===== config.mk =====
export PLATFORM = sky130hd
export DESIGN_NAME = alu_ex_stage
export DESIGN_NICKNAME = d
export VERILOG_FILES = /design/src/rtl/alu_ex_stage.sv
export SDC_FILE = /design/constraint.sdc
export NUM_CORES = 1
export LEC_CHECK = 0
export ABC_CLOCK_PERIOD_IN_PS = 13700
export CAP_MARGIN = 20
export CORE_MARGIN = 2
export CORE_UTILIZATION = 57
export CTS_CLUSTER_DIAMETER = 50
export CTS_CLUSTER_SIZE = 20
export DETAILED_ROUTE_END_ITERATION = 6
export PLACE_DENSITY = 0.83
export SYNTH_ARGS = -nofsm -noshare
export SYNTH_HDL_FRONTEND = slang
export SYNTH_SLANG_ARGS = --single-unit
export TNS_END_PERCENT = 20

===== constraint.sdc =====
create_clock -name clk -period 13.7 [get_ports clk]
set_clock_uncertainty 0.2 [all_clocks]
set_input_delay 2.74 -clock clk [delete_from_list [all_inputs] [get_ports clk]]
set_output_delay 2.74 -clock clk [all_outputs]
set_load 0.01 [all_outputs]

===== src/rtl/alu_ex_stage.sv =====
// alu_ex_stage: execute stage behind the ALU decoder.
// Evaluates the ALU on the incoming operands. It then registers only the
// result, the flags and the writeback tags in a 2-entry skid buffer.
// The buffer has a main register and a skid register. Main always holds
// the older entry and drives the outputs. in_ready is registered.
module alu_ex_stage #(
  parameter int WIDTH = 32,
  parameter int WA_W  = 5
) (
  input  logic             clk,
  input  logic             rst,
  input  logic             flush,
  input  logic             in_valid,
  output logic             in_ready,
  input  logic [2:0]       in_alucontrol,
  input  logic [WIDTH-1:0] in_srca,
  input  logic [WIDTH-1:0] in_srcb,
  input  logic [WA_W-1:0]  in_wa,
  input  logic             in_regwrite,
  output logic             out_valid,
  input  logic             out_ready,
  output logic [WIDTH-1:0] out_result,
  output logic             out_zero,
  output logic             out_overflow,
  output logic [WA_W-1:0]  out_wa,
  output logic             out_regwrite
);

  localparam logic [2:0] OP_AND = 3'b000;
  localparam logic [2:0] OP_OR  = 3'b001;
  localparam logic [2:0] OP_ADD = 3'b010;
  localparam logic [2:0] OP_SUB = 3'b110;
  localparam logic [2:0] OP_SLT = 3'b111;

  // One buffered entry: everything MEM needs, but no operands.
  typedef struct packed {
    logic [WIDTH-1:0] result;
    logic             zero;
    logic             ovf;
    logic [WA_W-1:0]  wa;
    logic             rw;
  } ent_t;

  // ---------------------------------------------------------------------
  // ALU (input side, combinational)
  // ---------------------------------------------------------------------
  logic [WIDTH-1:0] sum, diff;
  logic             a_msb, b_msb, slt_bit;
  logic [WIDTH-1:0] alu_res;
  logic             alu_ovf;
  ent_t             new_ent;

  assign sum     = in_srca + in_srcb;
  assign diff    = in_srca - in_srcb;
  assign a_msb   = in_srca[WIDTH-1];
  assign b_msb   = in_srcb[WIDTH-1];
  assign slt_bit = $signed(in_srca) < $signed(in_srcb);

  // Select the result by opcode. Undefined codes yield 0 with no overflow.
  always_comb begin
    alu_res = '0;
    alu_ovf = 1'b0;
    unique case (in_alucontrol)
      OP_ADD: begin
        alu_res = sum;
        // Equal operand signs, yet the result sign flipped.
        alu_ovf = (a_msb == b_msb) && (sum[WIDTH-1] != a_msb);
      end
      OP_SUB: begin
        alu_res = diff;
        // Operand signs differ, and the result sign differs from a.
        alu_ovf = (a_msb != b_msb) && (diff[WIDTH-1] != a_msb);
      end
      OP_AND:  alu_res = in_srca & in_srcb;
      OP_OR:   alu_res = in_srca | in_srcb;
      OP_SLT:  alu_res = {{(WIDTH-1){1'b0}}, slt_bit};
      default: alu_res = '0;
    endcase
  end

  // Pack the computed result, flags and tags into one buffer entry.
  always_comb begin
    new_ent        = '0;
    new_ent.result = alu_res;
    new_ent.zero   = (alu_res == '0);
    new_ent.ovf    = alu_ovf;
    new_ent.wa     = in_wa;
    new_ent.rw     = in_regwrite;
  end

  // ---------------------------------------------------------------------
  // Skid buffer
  // ---------------------------------------------------------------------
  ent_t main_q, main_d, skid_q, skid_d;
  logic main_vld_q, main_vld_d;
  logic skid_vld_q, skid_vld_d;
  logic in_ready_q, in_ready_d;
  logic accept, pop;

  assign accept = in_valid & in_ready_q;
  assign pop    = main_vld_q & out_ready;

  // Next-state logic for the buffer. A flush drops both entries. During a
  // flush the ready path is ignored, so the op presented never enters.
  always_comb begin
    main_d     = main_q;
    skid_d     = skid_q;
    main_vld_d = main_vld_q;
    skid_vld_d = skid_vld_q;
    if (flush) begin
      main_vld_d = 1'b0;
      skid_vld_d = 1'b0;
    end else if (pop) begin
      if (skid_vld_q) begin
        // in_ready was low, so no accept can coincide here.
        main_d     = skid_q;
        skid_vld_d = 1'b0;
      end else if (accept) begin
        main_d = new_ent;
      end else begin
        main_vld_d = 1'b0;
      end
    end else if (accept) begin
      if (!main_vld_q) begin
        main_d     = new_ent;
        main_vld_d = 1'b1;
      end else begin
        skid_d     = new_ent;
        skid_vld_d = 1'b1;
      end
    end
    in_ready_d = ~skid_vld_d;
  end

  // Buffer state. Reset wins over flush and clears the data registers too.
  always_ff @(posedge clk) begin
    if (rst) begin
      main_q     <= '0;
      skid_q     <= '0;
      main_vld_q <= 1'b0;
      skid_vld_q <= 1'b0;
      in_ready_q <= 1'b1;
    end else begin
      main_q     <= main_d;
      skid_q     <= skid_d;
      main_vld_q <= main_vld_d;
      skid_vld_q <= skid_vld_d;
      in_ready_q <= in_ready_d;
    end
  end

  assign in_ready     = in_ready_q;
  assign out_valid    = main_vld_q;
  assign out_result   = main_q.result;
  assign out_zero     = main_q.zero;
  assign out_overflow = main_q.ovf;
  assign out_wa       = main_q.wa;
  assign out_regwrite = main_q.rw;

endmodule


# --- After elaboration in Yosys (flattened, before gate mapping) ---
# Cells that the tools add are included.
# Widths: inputs -> output; s select.
word_totals:
  n_memories: 0
  output_inout_bits: 42
  mem_bits_ro: 0
  in_bits: 78
  mem_bits_rw: 0
  latch_bits: 0
  register_bits: 83
op_classes:
  eq_ne: 11
  magnitude_cmp: 1
  mux: 15
  n_bitwise: 7
  shifts: 0
  mul: 0
  n_div: 0
  n_addsub: 2
  n_reduce_logical: 10
ops:
  columns: ["op", "n"]
  rows:
  - ["$mux 40", 5]
  - ["$pmux 32 s5", 1]
  - ["$add 32x32->32", 1]
  - ["$and 32x32->32", 1]
  - ["$logic_not 32->1", 1]
  - ["$lt 32x32->1", 1]
  - ["$or 32x32->32", 1]
  - ["$sub 32x32->32", 1]
  - ["$mux 1", 8]
  - ["$reduce_and 4->1", 2]
  - ["$eq 3x3->1 const B", 2]
  - ["$ne 2x2->1 const B", 2]
  - ["$reduce_bool 2->1", 2]
  - ["$eq 3x1->1 const B", 1]
  - ["$eq 3x2->1 const B", 1]
  - ["$logic_not 3->1", 1]
  - ["$ne 1x1->1", 3]
  - ["$not 1->1", 3]
  - ["$reduce_and 3->1", 1]
  - ["$and 1x1->1", 2]
  - ["$logic_and 1x1->1", 2]
  - ["$ne 2x1->1 const B", 1]
  - ["$pmux 1 s2", 1]
  - ["$reduce_or 2->1", 1]
  - ["$eq 1x1->1", 1]

# --- Depth between registers and ports, before layout ---
logic_depth:
  ltp_word: 7
  depth_mapped: 16
  depth_no_buf: 16

# --- Worst setup path after synthesis ---
# OpenSTA, ideal clock, no wires.
synth_timing:
  path_kind: "input to register"
  start: "input port in_srca[0]"
  end: "register main_q (netlist bit out_zero)"
  t_arrival_ns: 6.231
  setup_slack_ns: 7.190
  required_time_ns: 13.421
  stages: 14
  setup_ns: 0.079
  cell_sequence: "ha_1 > fa_1 > a21o_1 > a221o_1 > a22o_1 > o22ai_1 > mux2i_1 > o41a_1 > nand2_1 > a2111oi_0 > nand4_1 > or4_4 > o41a_1 > a211oi_2"
synth_between:
  elab_chain_len: 6
  elab_cells_between_ends: 12
  classes_between: "add/sub (2); order compare (1); mux (6); bitwise (2); reduce/logical (1)"
synth_lines:
  columns: ["item", "line", "text"]
  rows:
  - ["start: declaration", "16", "input logic [WIDTH-1:0] in_srca,"]
  - ["$sub 32x32->32, or another cell as far along", "54", "assign diff = in_srca - in_srcb;"]
  - ["$pmux 32 s5 (*)", "63", "unique case (in_alucontrol)"]
  - ["$logic_not 32->1 (*)", "85", "new_ent.zero = (alu_res == '0);"]
  - ["$mux 40 (on tied branches)", "124, 118", null]
  - ["$mux 40 (on tied branches)", "123, 114", null]
  - ["$mux 40 (*)", "113", "end else if (pop) begin"]
  - ["end signal: assignment", "144", "main_q <= main_d;"]
  - ["end: declaration", "94", "ent_t main_q, main_d, skid_q, skid_d;"]
# Mark *: on every way between the ends. The rest lies on a longest branch, timed or not. The select of a mux whose other input is x is not followed.
# A chain may end at the register's enable or synchronous reset.

# --- Final worst setup path ---
layout_timing:
  start: "input port in_srca[11]"
  end: "register main_q (netlist bit out_zero)"
# The elaborated chain is that of the path after synthesis.

==> flow_summary.toml <==
[floorplan]
placement_rows = 45
die_h_um = 127.2
start_util_pct = 57.54
die_w_um = 127.2
die-area_mm2 = 0.01618
coreArea_mm2 = 0.01503
io_pins = 120

[detailed_routing]
vias = 9500
via_per_inst = 6.393
routedWlPerCell_um = 19.18
firstDrtPassIters = 6
drtIter0Drc = 1072
drc = 0
ant_nets = 0
drt-total-wl_um = 28510

[sta]
rsz0062_at_grt = "false"
hold_violations = 0
min_period_over_period_pct = 55.16
period_needed_ps = 7558
relSlewSlack_pct = 35.75
worst_pin_slew_ps = 962.7
slew_viol_final = 0
setup_viol = 0
clock.fmax_ghz = 0.1323
fin_ws_ps = 6142
final.setup.tns_ps = 0

[clock_tree]
hold_buffers = 0
cts_sinks = 83
cts_made_buffers = 9
clk_latency_ps = 330
cts_root_buf = "clkbuf_16"
post_cts_buffers = 0
clk_path_buf_depth = 2
clkSlewWorstSetupHoldPaths_ps = 60
cts_tree = "built"
cts-resized-gates = 0
htree_levels = 3

[synth]
synthesis.area_mm2 = 0.008650
yosysTopAreaCell = "dfxtp_1"
synth_edf_count = 0
synth.area.top_cells = "dfxtp_1, ha_1, nor2_1"
synth-seq-area-share_pct = 19.21
synth_top_area_share_pct = 19.21
syn_inst = 1234
syn_area_per_cell_um2 = 7.009
ys_ff_latch = 83
synth-main-ff-cell = "dfxtp_1"
async_flop_share_pct = 0
synth_nets = 1423
ys_warn_count = 0
ys_types = 71

[placed_design]
dp_slack_ps = 5977
hpwl_um = 21550
portBuffers = 119
postPlaceCellArea_mm2 = 0.009817
gp_congestion = 1.016

[global_routing]
gr-usage-all-layers_pct = 34.10
overflow = 0
grt_pass1_vias = 8567
grt_max_degree = 83
antenna_found_initial = 0
grt_pass1_wl_um = 44650

[final_layout]
multi_input_area_mm2 = 0.006299
mostFrequentLayoutCells = "nor2_1, a21oi_1, clkdlybuf4s50_1"
stdcell_area_mm2 = 0.01013
final.fill_count = 1342
drive_above_1_share_pct = 3.390
fin_util_pct = 67.40
register_area_mm2 = 0.001662
nNetsFinal = 1483
final_common_cell = "nor2_1"
diodes = 0
syn_to_final_growth_pct = 17.14

[worst_hold_path]
hp-start = "skid_q[3]"
whs_path_depth = 2
hp-class = "reg -> reg"
whs_endpoint = "skid_q[3]"

[power_and_ir_drop]
peakVddDrop_mv = 0.06568
power.total_w = 0.0008044
powerDensity_mw_per_mm2 = 79.39
p_leak_nw = 4.189

[worst_setup_path]
r2r-start = "out_valid"
required_ps = 13750
r2r_setup_slack_ps = 11460
critPathKind = "in -> reg"
cp.arrival_ps = 7610
reg2regPathDepth = 4
r2r-end = "skid_q[7]"
crit_path_max_fanout = 11
end_kind = "flip-flop"
critPathLaunchType = "primary input"

[status]
status = "complete, no violations"

[run]
max-cap-violations = 0
how the worst max path moves through the flow:
stage                     slack [ps]  endpoint         from  cells after the start
after global routing            5830  out_zero  in_srca[11]                     15
final                           6140  out_zero  in_srca[11]                     15
after CTS                       6310  out_zero   in_srca[6]                     15
after global placement          5910  out_zero  in_srca[17]                     14
after detailed placement        5980  out_zero   in_srca[6]                     15
after floorplan                 7190  out_zero   in_srca[0]                     14
cells in the mapped netlist, types with 21 or more instances:
cell      number
xnor2_1       21
ha_1         109
clkbuf_1      54
a211oi_1      60
o21ai_0       54
nor2_1       196
dfxtp_1       83
nor3_1        39
nand2_1      101
inv_1         98
nand3_1       25
a21oi_1      134
critical path, stage by stage:
cell,delay [ps]
clkdlybuf4s50_1,530
inv_1,60
ha_1,480
inv_1,180
a21oi_1,130
o31ai_1,490
a41oi_1,310
a31oi_1,540
a21oi_1,210
mux2i_1,170
a2111oi_0,420
nand4_1,190
or4_4,550
o41a_1,390
a211oi_2,200
where the power goes:
part / switching, W / internal (W) / total (W)
clock network: 0.0000878 / 0.000150 / 0.000238
registers: 0.00000400 / 0.000249 / 0.000253
logic: 0.000196 / 0.000117 / 0.000314
total: 0.000288 / 0.000516 / 0.000804
layout make-up:
class / instances / share of cell area (%)
inverter: 100 / 3.705
tap: 188 / 2.322
timing repair buffer: 128 / 12.50
sequential: 83 / 16.40
clock buffer: 13 / 2.569
clock inverter: 2 / 0.3458
multi-input combinational: 972 / 62.16
layer usage:
layer	track usage [%]	wire, um
met1	46.58	12230
met2	52.02	12320
met3	8.794	2946
met4	12.41	1013
met5	0	0
sequential cells by signal, summed over array words and instances (netlist names):
| register | flops |
|---|---|
| out_regwrite | 1 |
| skid_vld_q | 1 |
| out_wa | 5 |
| in_ready | 1 |
| out_overflow | 1 |
| out_zero | 1 |
| out_result | 32 |
| skid_q | 40 |
| out_valid | 1 |
kinds of logic after synthesis:
family	Yosys count	synth area share [%]
muxes	8	0.9258
AOI/OAI and AO/OA	395	30.46
adders and majority gates	111	16.23
buffers and inverters	179	8.202
xor gates and xnor gates	24	2.430
and+or+nand+nor	434	22.54
DFF	83	19.21
stage by stage:
stage / hold slack [ps] / instances
2_1_floorplan: 236.6 / 1234
3_3_place_gp: 239.3 / 1470
3_5_place_dp: 246.9 / 1470
4_1_cts: 254.8 / 1485
5_1_grt: 277.8 / 1486
6_report: 256.1 / 1486
Power figures use the tool's default switching activity.
